==> src/rtl/inexrecur_tuple_writer.sv <==
// Producer side of the inexact-recursion tuple store: filters dead-branch
// (i,z,k,l) tuples and streams survivors into the tuple regfile write port.
module inexrecur_tuple_writer #(
  parameter int ADDR_W  = 12,
  parameter int FIELD_W = 8
) (
  input  logic                      clk,
  input  logic                      rst,
  input  logic                      start,
  input  logic                      in_valid,
  output logic                      in_ready,
  input  logic        [FIELD_W-1:0] in_i,
  input  logic signed [FIELD_W-1:0] in_z,
  input  logic        [FIELD_W-1:0] in_k,
  input  logic        [FIELD_W-1:0] in_l,
  input  logic                      in_last,
  output logic                      we,
  output logic      [4*FIELD_W-1:0] w_data,
  output logic         [ADDR_W-1:0] wr_addr,
  output logic           [ADDR_W:0] wr_count,
  output logic           [ADDR_W:0] drop_count,
  output logic                      full,
  output logic                      done,
  output logic                      overflow
);

  localparam int WORD_W = 4 * FIELD_W;
  localparam logic [ADDR_W:0] DEPTH    = {1'b1, {ADDR_W{1'b0}}};
  localparam logic [ADDR_W:0] LAST_CNT = DEPTH - (ADDR_W+1)'(1);
  localparam logic signed [FIELD_W-1:0] Z_ZERO = '0;

  typedef enum logic [1:0] {
    S_IDLE,
    S_RUN,
    S_FULL,
    S_DONE
  } state_t;

  state_t state, state_nxt;

  logic                accept;
  logic                keep_p0;
  logic   [WORD_W-1:0] word_p0;

  logic                vld_p1;
  logic   [WORD_W-1:0] data_p1;
  logic   [ADDR_W-1:0] addr_p1;
  logic     [ADDR_W:0] wr_count_q;
  logic     [ADDR_W:0] drop_count_q;
  logic                full_q;
  logic                done_q;
  logic                overflow_q;

  function automatic logic [WORD_W-1:0] pack_tuple(
    input logic        [FIELD_W-1:0] i,
    input logic signed [FIELD_W-1:0] z,
    input logic        [FIELD_W-1:0] k,
    input logic        [FIELD_W-1:0] l
  );
    return {i, z, k, l};
  endfunction

  // A branch is alive while its mismatch budget is non-negative and its
  // SA interval is non-empty (k == l is a single-row interval).
  function automatic logic keep_tuple(
    input logic signed [FIELD_W-1:0] z,
    input logic        [FIELD_W-1:0] k,
    input logic        [FIELD_W-1:0] l
  );
    return (z >= Z_ZERO) && (k <= l);
  endfunction

  function automatic logic [ADDR_W:0] sat_inc(input logic [ADDR_W:0] v);
    return (&v) ? v : v + (ADDR_W+1)'(1);
  endfunction

  // Stage p0: handshake and filter decision on the incoming tuple
  assign accept  = in_valid && in_ready;
  assign keep_p0 = keep_tuple(in_z, in_k, in_l);
  assign word_p0 = pack_tuple(in_i, in_z, in_k, in_l);

  always_ff @(posedge clk) begin
    if (rst) begin
      state <= S_IDLE;
    end else begin
      state <= state_nxt;
    end
  end

  always_comb begin
    state_nxt = state;
    unique case (state)
      S_IDLE: begin
        if (start) state_nxt = S_RUN;
      end
      S_RUN: begin
        if (start) begin
          state_nxt = S_RUN;
        end else if (accept && in_last) begin
          state_nxt = S_DONE;
        end else if (accept && keep_p0 && (wr_count_q == LAST_CNT)) begin
          state_nxt = S_FULL;
        end
      end
      S_FULL, S_DONE: begin
        if (start) state_nxt = S_RUN;
      end
      default: state_nxt = S_IDLE;
    endcase
  end

  always_comb begin
    in_ready = (state == S_RUN) && !start;
  end

  // Stage p1: registered write port and status, one cycle after accept
  always_ff @(posedge clk) begin
    if (rst) begin
      vld_p1       <= 1'b0;
      data_p1      <= '0;
      addr_p1      <= '0;
      wr_count_q   <= '0;
      drop_count_q <= '0;
      full_q       <= 1'b0;
      done_q       <= 1'b0;
      overflow_q   <= 1'b0;
    end else begin
      vld_p1 <= accept && keep_p0;
      if (start) begin
        addr_p1      <= '0;
        wr_count_q   <= '0;
        drop_count_q <= '0;
        full_q       <= 1'b0;
        done_q       <= 1'b0;
        overflow_q   <= 1'b0;
      end else begin
        if (accept && keep_p0) begin
          data_p1    <= word_p0;
          addr_p1    <= wr_count_q[ADDR_W-1:0];
          wr_count_q <= wr_count_q + (ADDR_W+1)'(1);
          if (wr_count_q == LAST_CNT) full_q <= 1'b1;
        end
        if (accept && !keep_p0) drop_count_q <= sat_inc(drop_count_q);
        if (accept && in_last) done_q <= 1'b1;
        if ((state == S_FULL) && in_valid) overflow_q <= 1'b1;
      end
    end
  end

  assign we         = vld_p1;
  assign w_data     = data_p1;
  assign wr_addr    = addr_p1;
  assign wr_count   = wr_count_q;
  assign drop_count = drop_count_q;
  assign full       = full_q;
  assign done       = done_q;
  assign overflow   = overflow_q;

endmodule

==> config.mk <==
export PLATFORM = sky130hd
export DESIGN_NAME = inexrecur_tuple_writer
export DESIGN_NICKNAME = d
export VERILOG_FILES = /design/src/rtl/inexrecur_tuple_writer.sv
export SDC_FILE = /design/constraint.sdc
export NUM_CORES = 1
export LEC_CHECK = 0
export ABC_AREA = 1
export BUFFER_PORTS_ARGS = -buffer_cell sky130_fd_sc_hd__buf_2
export CAP_MARGIN = 20
export CORE_ASPECT_RATIO = 1.2
export CORE_MARGIN = 2
export CORE_UTILIZATION = 50
export DETAILED_ROUTE_END_ITERATION = 16
export GPL_TIMING_DRIVEN = 0
export PLACE_DENSITY = 0.87
export SLEW_MARGIN = 15
export SYNTH_ARGS = -nofsm -noshare
export SYNTH_HDL_FRONTEND = slang
export SYNTH_SLANG_ARGS = --single-unit
==> constraint.sdc <==
create_clock -name clk -period 2 [get_ports clk]
set_input_delay 0.3 -clock clk [delete_from_list [all_inputs] [get_ports clk]]
set_output_delay 0.3 -clock clk [all_outputs]
set_load 0.1 [all_outputs]
==> flow_summary.toml <==
[floorplanning]
rows = 32
core_area_um2 = 6410
die_h_um = 93.2
io_pins = 112
die_w_um = 78.3
die_area_um2 = 7300
start_util_pct = 51.8

[pwr]
sequentialPowerShare_pct = 49.1
powerDensity_nw_per_um2 = 737
p_comb_share_pct = 8.5
p_leak_nw = 1.90
p_sw_share_pct = 25.0
p_sw_mw = 0.778
vdd_drop_max_mv = 0.453
clkPwrFrac_pct = 42.5
p_int_mw = 2.34

[timing]
worstMarginPinSlew_ns = 0.638
fin_crit_ns = 1.85
slew_headroom_pct = 57.3
hold_viol_final = 0
skew_ns = 0.00725
maxSlewViolCount = 0
finalSetupViolCount = 0
fmax_mhz = 540
fin_crit_sh_pct = 92.7
fin_setup_tns_ns = 0
hold_ws_ns = 0.196
rsz0062_at_grt = "false"

[synthesis]
synth_top_cells_by_count = "nand2_1 (142), dfxtp_1 (76), a21oi_1 (63)"
ys_seq_area_share_pct = 45.9
synth_ff_type = "dfxtp_1"
synth_area_um2 = 3320
yosys_warnings = 0
synth.most_common_cell = "nand2_1"
yosysTopAreaCell = "dfxtp_1"
yosysUniqueCellTypes = 28
synthCells = 453
syn-mean-instance-area_um2 = 7.32
ys_ff_latch = 76
synth_area_leaders = "dfxtp_1 (46%), nand2_1 (16%), a21oi_1 (9.5%)"
synth_edf_count = 0
synthArstFlopShare_pct = 0
synth_top_area_share_pct = 45.9
synth_nets = 500

[clock_tree]
clkSlewWorstSetupHoldPaths_ns = 0.08
htree_num_levels = 3
cts_tree = "built"
holdBufCountCts = 0
cts.repair.resized = 0
max-clock-path-buffers = 2
clock_latency_ns = 0.34
cts_root_buf = "clkbuf_8"
clock-sinks = 76
cts_buffers = 9
cts_setup_buffers = 0

[global_route]
grt_pass1_vias = 3204
grt_pass1_wl_mm = 14.0
grt_max_degree = 14
grt_antenna_before_repair = 0
gr-usage-all-layers_pct = 23.9
overflow = 0

[setup_path]
crit_top_cell = "nand2_1"
worstSetupPathType = "flop to flop"
startpoint = "drop_count[0]"
reg2reg_depth = 10
cp-end-kind = "flop"
r2r_end = "drop_count[3]"
reg2reg_from = "drop_count[0]"
ff2ff_setup_slack_ns = 0.15
required_ns = 2.24
crit_arrival_ns = 2.09
cp-start-kind = "flop"
max_stage_delay_ns = 0.38
crit_path_max_fanout = 9
timing.critical_path.buf_inv = 0
cp_top_family = "simple AND/OR/NAND/NOR gates"
path_cells = "ha_1 > nand3_1 > nor3_2 > nand2_1 > nor2_2 > nand2_1 > nand3_1 > o21ai_0 > nand2_1 > nor2_1"
crit_path_top_delay_cell = "dfxtp_4"

[cells_and_area]
fin_nets = 621
final_cells = 664
areaGrowthSynthToFinish_pct = 27.4
n_antenna_cell = 0
drive_gt1_share_pct = 27.1
final_util_pct = 66.0
design_area_um2 = 4230

[place]
place.gp.congestion = 0.884
placed_area_um2 = 4000
dp_hpwl_mm = 6.59
dp_cells = 648
placement.io_buffers = 110

[status]
status = "finished clean"

[job]
maxCapViolCount = 0

[routing]
vias_per_cell = 5.09
drt_iter0_drc = 155
wire_per_inst_um = 13.2
ant_nets = 0
firstDrtPassIters = 4
vias = 3383
wl_mm = 8.74
drcViolationCount = 0

[hold_path]
hold_depth = 3
worstHoldStart = "in_i[6]"
hold_class = "input pin to flop"
min_to = "w_data[30]"
per-layer routing:
layer / GRT usage [%] / part of all wire (%) / vias to the layer above
met4: 9.06 / 1.9 / 0
li1: - / - / 1690
met2: 44.1 / 52 / 123
met5: 0 / 0 / -
met3: 6.27 / 7.4 / 14
met1: 26.1 / 39 / 1556
state kept, by name, summed over array words and instances (netlist names):
register,flops
full,1
wr_addr,12
we,1
drop_count,13
done,1
state,2
w_data,32
wr_count,13
overflow,1
final cells by class:
class | count | area, um^2
fillers | 587 | 2180
flip-flops and latches | 76 | 1540
multi-input cells | 312 | 1500
repair buffers | 110 | 551
inverters | 46 | 174
clock buffers | 11 | 141
plain buffers | 19 | 126
well taps | 85 | 106
clock inverters | 5 | 83.8
cells in the final DEF, fill, tap and decap left out, types with 2 or more instances in the layout:
cell        instances
a21oi_1            63
a31oi_1             2
buf_2             112
buf_6               7
bufinv_16           2
clkbuf_1           11
clkbuf_8           10
clkinvlp_4          2
dfxtp_1            62
dfxtp_2            12
dfxtp_4             2
ha_1               10
inv_1              44
nand2_1           142
nand3_1            15
nand4_1             3
nor2_1             29
nor3_1              7
nor3_2              2
nor4_1              3
o21a_1              2
o21ai_0            21
xnor2_1             3
xor2_1              2
logic make-up (layout without fill, tap and decap cells):
| family | after synthesis | after routing | share of synthesized area, % |
|---|---|---|---|
| xor gates and xnor gates | 5 | 5 | 1.32 |
| adders and majority gates | 10 | 10 | 3.77 |
| DFF | 76 | 76 | 45.9 |
| and+or+nand+nor | 207 | 207 | 26.0 |
| buffers and inverters | 65 | 191 | 9.06 |
| AOI/OAI and AO/OA | 90 | 90 | 14.0 |
power by group through the flow:
| stage | combinational, mW | clock (mW) | sequential, mW |
|---|---|---|---|
| floorplan | 0.111 | 0 | 1.63 |
| global placement | 0.255 | 0 | 1.56 |
| detailed placement | 0.264 | 0 | 1.56 |
| CTS | 0.265 | 1.34 | 1.53 |
| global route | 0.288 | 1.39 | 1.53 |
| finish | 0.264 | 1.32 | 1.53 |
worst min-delay path, delay by kind of cell:
kind / cells / cell delay [ns]
and+or+nand+nor: 1 / 0.05
AOI/OAI and AO/OA: 1 / 0.05
buffers and inverters: 1 / 0.10
stage by stage:
step,setup WS (ns),power (mW)
floorplan,-0.0208,1.74
global placement,-0.0189,1.82
detailed placement,-0.114,1.83
CTS,0.167,3.13
global route,0.00623,3.21
finish,0.147,3.11
how the worst max path moves through the flow:
stage	depth (start not counted)	end
finish	10	drop_count[3]
global route	12	w_data[25]
CTS	10	drop_count[4]
detailed placement	12	w_data[27]
global placement	12	wr_addr[6]
floorplan	8	drop_count[0]
Power figures use the tool's default switching activity.
